## config.mk

```make
export PLATFORM = sky130hd
export DESIGN_NAME = btb_update_ctrl
export DESIGN_NICKNAME = d
export VERILOG_FILES = /design/src/rtl/btb_update_ctrl.sv
export SDC_FILE = /design/constraint.sdc
export NUM_CORES = 1
export LEC_CHECK = 0
export CORE_MARGIN = 1.5
export CORE_UTILIZATION = 59
export CTS_BUF_LIST = sky130_fd_sc_hd__clkbuf_8
export DETAILED_ROUTE_END_ITERATION = 6
export DONT_BUFFER_PORTS = 1
export PLACE_DENSITY_LB_ADDON = 0.12
export SLEW_MARGIN = 20
export SYNTH_ARGS = -nofsm -noshare
export SYNTH_HDL_FRONTEND = slang
export SYNTH_SLANG_ARGS = --single-unit
```

## constraint.sdc

```tcl
create_clock -name clk -period 1.6 [get_ports clk]
set_clock_uncertainty 0.05 [all_clocks]
set_input_delay 0.4 -clock clk [delete_from_list [all_inputs] [get_ports clk]]
set_output_delay 0.4 -clock clk [all_outputs]
set_load 0.02 [all_outputs]
```

## src/rtl/btb_update_ctrl.sv

```systemverilog
// BTB update sequencer: buffers decode-stage target updates in a small FIFO,
// drains them one per cycle into the BTB, tracks per-entry valid bits and runs a zeroing sweep on flush.
module btb_update_ctrl #(
  parameter int DEPTH = 2
) (
  input  logic        clk,
  input  logic        rst_n,
  input  logic [3:0]  fetch_index,
  output logic        pred_hit,
  input  logic        upd_valid,
  output logic        upd_ready,
  input  logic [3:0]  upd_index,
  input  logic [15:0] upd_target,
  input  logic        upd_taken,
  input  logic        flush_req,
  output logic        flush_busy,
  output logic        btb_wen,
  output logic [3:0]  btb_windex,
  output logic [15:0] btb_wdata
);

  localparam int AW = $clog2(DEPTH);
  localparam logic [AW:0] FULL_COUNT = (AW+1)'(DEPTH);

  typedef enum logic {IDLE, FLUSH} state_t;

  typedef struct packed {
    logic [3:0]  index;
    logic [15:0] target;
    logic        taken;
  } upd_t;

  state_t          state;
  logic [3:0]      cnt;
  upd_t            fifo [DEPTH];
  logic [AW-1:0]   rd_ptr, wr_ptr;
  logic [AW:0]     count;
  logic [15:0]     valid;

  upd_t head;
  logic fifo_empty, push, pop;

  assign head       = fifo[rd_ptr];
  assign fifo_empty = (count == '0);
  assign upd_ready  = (count != FULL_COUNT);
  assign push       = upd_valid && upd_ready;
  assign pop        = (state == IDLE) && !fifo_empty;
  assign pred_hit   = valid[fetch_index];
  assign flush_busy = (state == FLUSH);

  // Storage needs no reset: the head is only consumed while count is non-zero.
  always_ff @(posedge clk) begin
    if (push) fifo[wr_ptr] <= '{index: upd_index, target: upd_target, taken: upd_taken};
  end

  always_ff @(posedge clk or negedge rst_n) begin
    if (!rst_n) begin
      state  <= IDLE;
      cnt    <= '0;
      rd_ptr <= '0;
      wr_ptr <= '0;
      count  <= '0;
      valid  <= '0;
    end else if (flush_req) begin
      // Flush wins over everything, including an update accepted at this edge.
      state  <= FLUSH;
      cnt    <= '0;
      rd_ptr <= '0;
      wr_ptr <= '0;
      count  <= '0;
      valid  <= '0;
    end else begin
      case (state)
        IDLE: begin
          if (pop) begin
            valid[head.index] <= head.taken;
            rd_ptr            <= rd_ptr + 1'b1;
          end
        end
        FLUSH: begin
          cnt <= cnt + 4'd1;
          if (cnt == 4'hF) state <= IDLE;
        end
        default: state <= IDLE;
      endcase
      if (push) wr_ptr <= wr_ptr + 1'b1;
      count <= count + (AW+1)'(push) - (AW+1)'(pop);
    end
  end

  always_comb begin
    btb_wen    = 1'b0;
    btb_windex = '0;
    btb_wdata  = '0;
    if (state == FLUSH) begin
      btb_wen    = 1'b1;
      btb_windex = cnt;
    end else if (!fifo_empty) begin
      btb_wen    = head.taken;
      btb_windex = head.index;
      btb_wdata  = head.target;
    end
  end

endmodule

```

; After elaboration in Yosys (flattened, before gate mapping)
; Memories as Yosys holds them, arrays and structs flattened.
; Index checks and enable logic that the tools add are counted.
[classes]
magnitude_cmp = 3
mul = 0
muxes = 27
bitwise_logic = 1
shift = 0
n_addsub = 5
div_mod_pow = 0
n_reduce_logical = 9
eq_ne = 3
[ops]
columns = cell, n
row1 = 16-bit 2-to-1 mux, 5
row2 = 16-bit bitwise mux, 1
row3 = 4-bit 2-to-1 mux, 4
row4 = 1-bit 2-to-1 mux, 14
row5 = 4-bit by 5-bit less-than comparator with 1-bit output (second input constant), 2
row6 = 2-bit nonzero test, 3
row7 = 4-bit by 1-bit adder with 4-bit output (second input constant), 1
row8 = 1-bit binary-select mux with 4-bit select, 1
row9 = 1-bit demux with 4-bit select, 1
row10 = 4-bit equality test (second input constant), 1
row11 = 4-bit by 1-bit >= comparator with 1-bit output (second input constant), 1
row12 = 2-bit inequality test (second input constant), 2
row13 = 1-bit logical AND, 3
row14 = 1-bit adder (second input constant), 2
row15 = 2-bit by 1-bit adder with 2-bit output, 1
row16 = 2-bit zero test, 1
row17 = 2-bit 2-to-1 mux, 1
row18 = 2-bit AND reduction, 1
row19 = 2-bit by 1-bit subtractor with 2-bit output, 1
row20 = 1-bit zero test, 1
row21 = 1-bit NOT, 1
[word_totals]
latch_bits = 0
rom_bits = 0
mem_bits_rw = 42
memories = 1
register_bits = 25
input_bits = 29
[memory_table]
columns = memory, depth, word_bits, read_ports, rd_clocked_by_memory_dff, wr, line_no
row1 = fifo, 2, 21, 1, 0, 1, 35  ; upd_t fifo [DEPTH];

; Longest topological paths before layout
; An unclocked memory read counts as a cell.
[logic_depth]
word_depth = 9
mapped_depth = 8
ltp_nobuf = 7

; Worst setup path after synthesis
; Ideal clock, no wire load.
[synth_path]
path_type = register -> output
startpoint = register state (netlist: flush_busy)
endpoint = output port btb_windex[0]
path_buffers = 1
required_time_ns = 1.150
stages_incl_launch_ff = 4
slack_ns = -0.277
arrival_ns = 1.427
path_cell_list = dfrtp_1 > o21bai_2 > clkbuf_1 > o21ai_0
[synth_via]
elab_chain_cells = 1
[synth_lines]
columns = element, line_no
row1 = from (decl), 33  ; state_t state;
row2 = from (signal assigned), 58  ; state <= IDLE;
row3 = from (signal assigned), 66  ; state <= FLUSH;
row4 = from (signal assigned), 82  ; if (cnt == 4'hF) state <= IDLE;
row5 = 4-bit 2-to-1 mux, 95  ; if (state == FLUSH) begin
row6 = to (decl), 18  ; output logic [3:0] btb_windex,
; Every way passes these cells.

; Final worst setup path
[layout_path]
startpoint = register valid[10]
endpoint = output port pred_hit
[layout_via]
elab_chain_cells = 2
[layout_lines]
columns = element, line_no
row1 = from (decl), 38  ; logic [15:0] valid;
row2 = "from (signal, indexed assignment)", 76  ; valid[head.index] <= head.taken;
row3 = 1-bit binary-select mux with 4-bit select, 48  ; assign pred_hit = valid[fetch_index];
row4 = 1-bit 2-to-1 mux (not written as such), 48
row5 = to (decl), 9  ; output logic pred_hit,
; Every way passes these cells. The select of a mux whose other input is x is not followed.

==> impl_metrics.py <==
metrics = {
    "drt": {
        "drtAntennaViolNets": 0,
        "initialDrtViolationCount": 158,
        "drc_errors": 0,
        "wl_per_cell_um": 28.2,
        "dr.pass1.iters": 4,
        "via_per_inst": 6.49,
        "via_count": 2278,
        "wl_um": 9910,
    },
    "final_layout": {
        "syn_to_final_growth_pct": 50.8,
        "final_cell_mix": "edfxtp_1 (42), buf_6 (27), mux2i_1 (22), dfrtp_1 (22), nand2b_1 (16)",
        "fin_nets": 308,
        "layoutNonFillerInstCount": 351,
        "drive_above_1_share_pct": 52.7,
        "antennaDiodeCount": 0,
        "layout_commonest_cell": "edfxtp_1",
    },
    "die": {
        "start_util_pct": 61.3,
        "ios": 53,
        "die-area_um2": 5750,
        "core_region_area_um2": 5110,
        "num_rows": 26,
        "die_h_um": 75.9,
        "die_x_um": 75.9,
    },
    "logic_synthesis": {
        "yosys.area.top_type_share_pct": 40.3,
        "synth_seq_cells": 67,
        "postSynthCellCount": 223,
        "synth_nets": 255,
        "synth_cell_types": 39,
        "yosysTopAreaCell": "edfxtp_1",
        "synth.area.top_cells": "edfxtp_1 (40%), dfrtp_1 (20%), mux2i_1 (12%), nand2b_1 (3.4%), o2111ai_1 (3.4%)",
        "avgSynthCellArea_um2": 14.0,
        "ys_warn_count": 0,
        "syn-cell-area_um2": 3130,
        "ys_seq_area_share_pct": 60.2,
    },
    "timing": {
        "max_freq_mhz": 481,
        "rsz0062_at_grt": "true",
        "slew_headroom_pct": 72.1,
        "finalHoldViolations": 0,
        "setup_ws_ns": -0.481,
        "period_minus_slack_ns": 2.08,
        "finalCritPeriodShare_pct": 130,
        "tightest_slew_ns": 0.418,
        "setup_violations": 56,
        "slew_viol_final": 0,
    },
    "pwr": {
        "powerDensity_nw_per_um2": 874,
        "totalPowerFinal_mw": 4.13,
        "peakVddDrop_v": 0.000939,
        "p_leak_nw": 1.70,
    },
    "global_routing": {
        "grt.total_usage_pct": 29.0,
        "gr-total-overflow": 0,
        "grt_pass1_vias": 2244,
        "grt_max_degree": 27,
        "antenna_found_initial": 0,
        "grt_pass1_wl_um": 11500,
    },
    "clock_tree": {
        "cts_tree": "built",
        "cts_root_buf": "clkbuf_8",
        "cts.sinks": 67,
        "path_clk_slew_ns": 0.09,
        "htree_levels": 3,
        "insertion_delay_ns": 0.35,
        "cts_buffer_depth": 2,
        "cts_inserted_buffers": 9,
    },
    "hold_path": {
        "hold_path_class": "input pin to flip-flop",
        "hold_path.startpoint": "flush_req",
        "worstHoldEndpoint": "count[0]",
        "holdPathStages": 1,
    },
    "setup_path": {
        "r2r-end": "valid[14]",
        "critPathLaunchType": "flip-flop",
        "crit_required_ns": 1.15,
        "ff2ff_setup_slack_ns": -0.24,
        "cp-startpoint": "valid[10]",
        "end_kind": "primary output",
        "critPathKind": "flip-flop to primary output",
        "crit_fanout": 2,
        "r2r_cells": 5,
        "cp.arrival_ns": 1.63,
        "r2r_start": "rd_ptr",
    },
    "job": {
        "cap_viol_max_count": 0,
    },
    "placed_design": {
        "place.gp.congestion": 0.796,
        "place_inst": 310,
        "dp_hpwl_um": 4090,
        "io_buffers": 0,
    },
    "outcome": {
        "status": "finished with violations",
        "violations": "setup timing",
    },
}
## flip-flops by register name, summed over array words and instances, names as in the netlist
register / cells
cnt: 4
count: 2
fifo: 42
flush_busy: 1
rd_ptr: 1
valid: 16
wr_ptr: 1
## metrics by stage
step | setup TNS [ns] | setup WS [ns] | hold WS (ns) | utilization [%] | cell area [um2]
5_1_grt | -14.62 | -0.531 | 0.0361 | 92.5 | 4720
4_1_cts | -9.39 | -0.395 | 0.0595 | 84.6 | 4320
3_5_place_dp | -3.46 | -0.214 | 0.0551 | 67.8 | 3460
2_1_floorplan | -1.37 | -0.0954 | 0.0544 | - | 3220
6_report | -11.68 | -0.481 | 0.0449 | 92.5 | 4720
3_3_place_gp | -1.40 | -0.107 | 0.0550 | 67.8 | 3460
## routing by layer
layer / track usage, % / share of wire [%] / vias up
met5: 0 / 0 / -
met4: 13.5 / 5.3 / 0
met3: 8.60 / 7.8 / 47
met2: 50.3 / 51 / 157
met1: 32.7 / 36 / 1125
li1: - / - / 949
## critical path: stages, from the launching register on
cell and delay (ns):
dfrtp_1 0.41, mux4_2 0.47, mux2i_1 0.22, mux2i_2 0.18
## final cells by class
class	instances	area, um2
clock buffer	9	124
clock inverter	7	92.6
fill	143	385
inverter	3	17.5
multi-input combinational	141	1850
sequential	67	1890
tap	70	87.6
timing repair buffer	54	662
## power by group
part | switching [mW] | internal (mW)
combinational | 0.281 | 0.225
clock | 0.714 | 0.872
sequential | 0.0875 | 1.95
## kinds of logic after synthesis
logic type                 after synthesis  share of synthesized area (%)
DFF                                     67                           60.2
and+or+nand+nor                         60                           10.5
muxes                                   47                           17.1
AOI/OAI and AO/OA                       25                           6.75
buffers and inverters                   15                           2.60
xor gates and xnor gates                 6                           1.68
adders and majority gates                3                           1.20
## repair_timing
item | 4_1_cts | 5_1_grt
setup endpoints to repair | 41 | 41
hold endpoints to repair | 25 | 0
setup buffers | 12 | 14
hold buffers | 2 | 0
resized for setup | 79 | 68
cloned | 3 | 0
pin swaps | 6 | 17
## cells in the mapped netlist
| cell | instances |
|---|---|
| a2111oi_1 | 3 |
| a2111oi_2 | 1 |
| a21bo_2 | 1 |
| a21o_1 | 1 |
| a21oi_1 | 1 |
| and3_1 | 1 |
| and3b_1 | 2 |
| buf_2 | 2 |
| buf_4 | 2 |
| buf_6 | 2 |
| clkbuf_1 | 6 |
| dfrtp_1 | 25 |
| edfxtp_1 | 42 |
| ha_1 | 3 |
| inv_1 | 2 |
| inv_2 | 1 |
| mux2_2 | 1 |
| mux2_4 | 1 |
| mux2i_1 | 39 |
| mux2i_2 | 2 |
| mux4_2 | 4 |
| nand2_1 | 6 |
| nand2b_1 | 17 |
| nand3_1 | 2 |
| nand3b_1 | 1 |
| nand3b_4 | 1 |
| nand4_1 | 1 |
| nor2_1 | 23 |
| nor2b_1 | 1 |
| nor3_1 | 1 |
| nor3b_1 | 2 |
| nor3b_2 | 1 |
| o2111ai_1 | 12 |
| o21ai_0 | 4 |
| o21bai_1 | 1 |
| o21bai_2 | 1 |
| or2_0 | 1 |
| xnor2_1 | 3 |
| xor2_1 | 3 |
## how the worst max path moves through the flow
stage | depth (start not counted) | to | slack [ns]
CTS | 3 | pred_hit | -0.40
global route | 3 | pred_hit | -0.53
finish | 3 | pred_hit | -0.48
detailed placement | 4 | valid[13] | -0.21
floorplan | 3 | btb_windex[0] | -0.1
global placement | 4 | btb_wdata[6] | -0.11
Power figures use the tool's default switching activity.
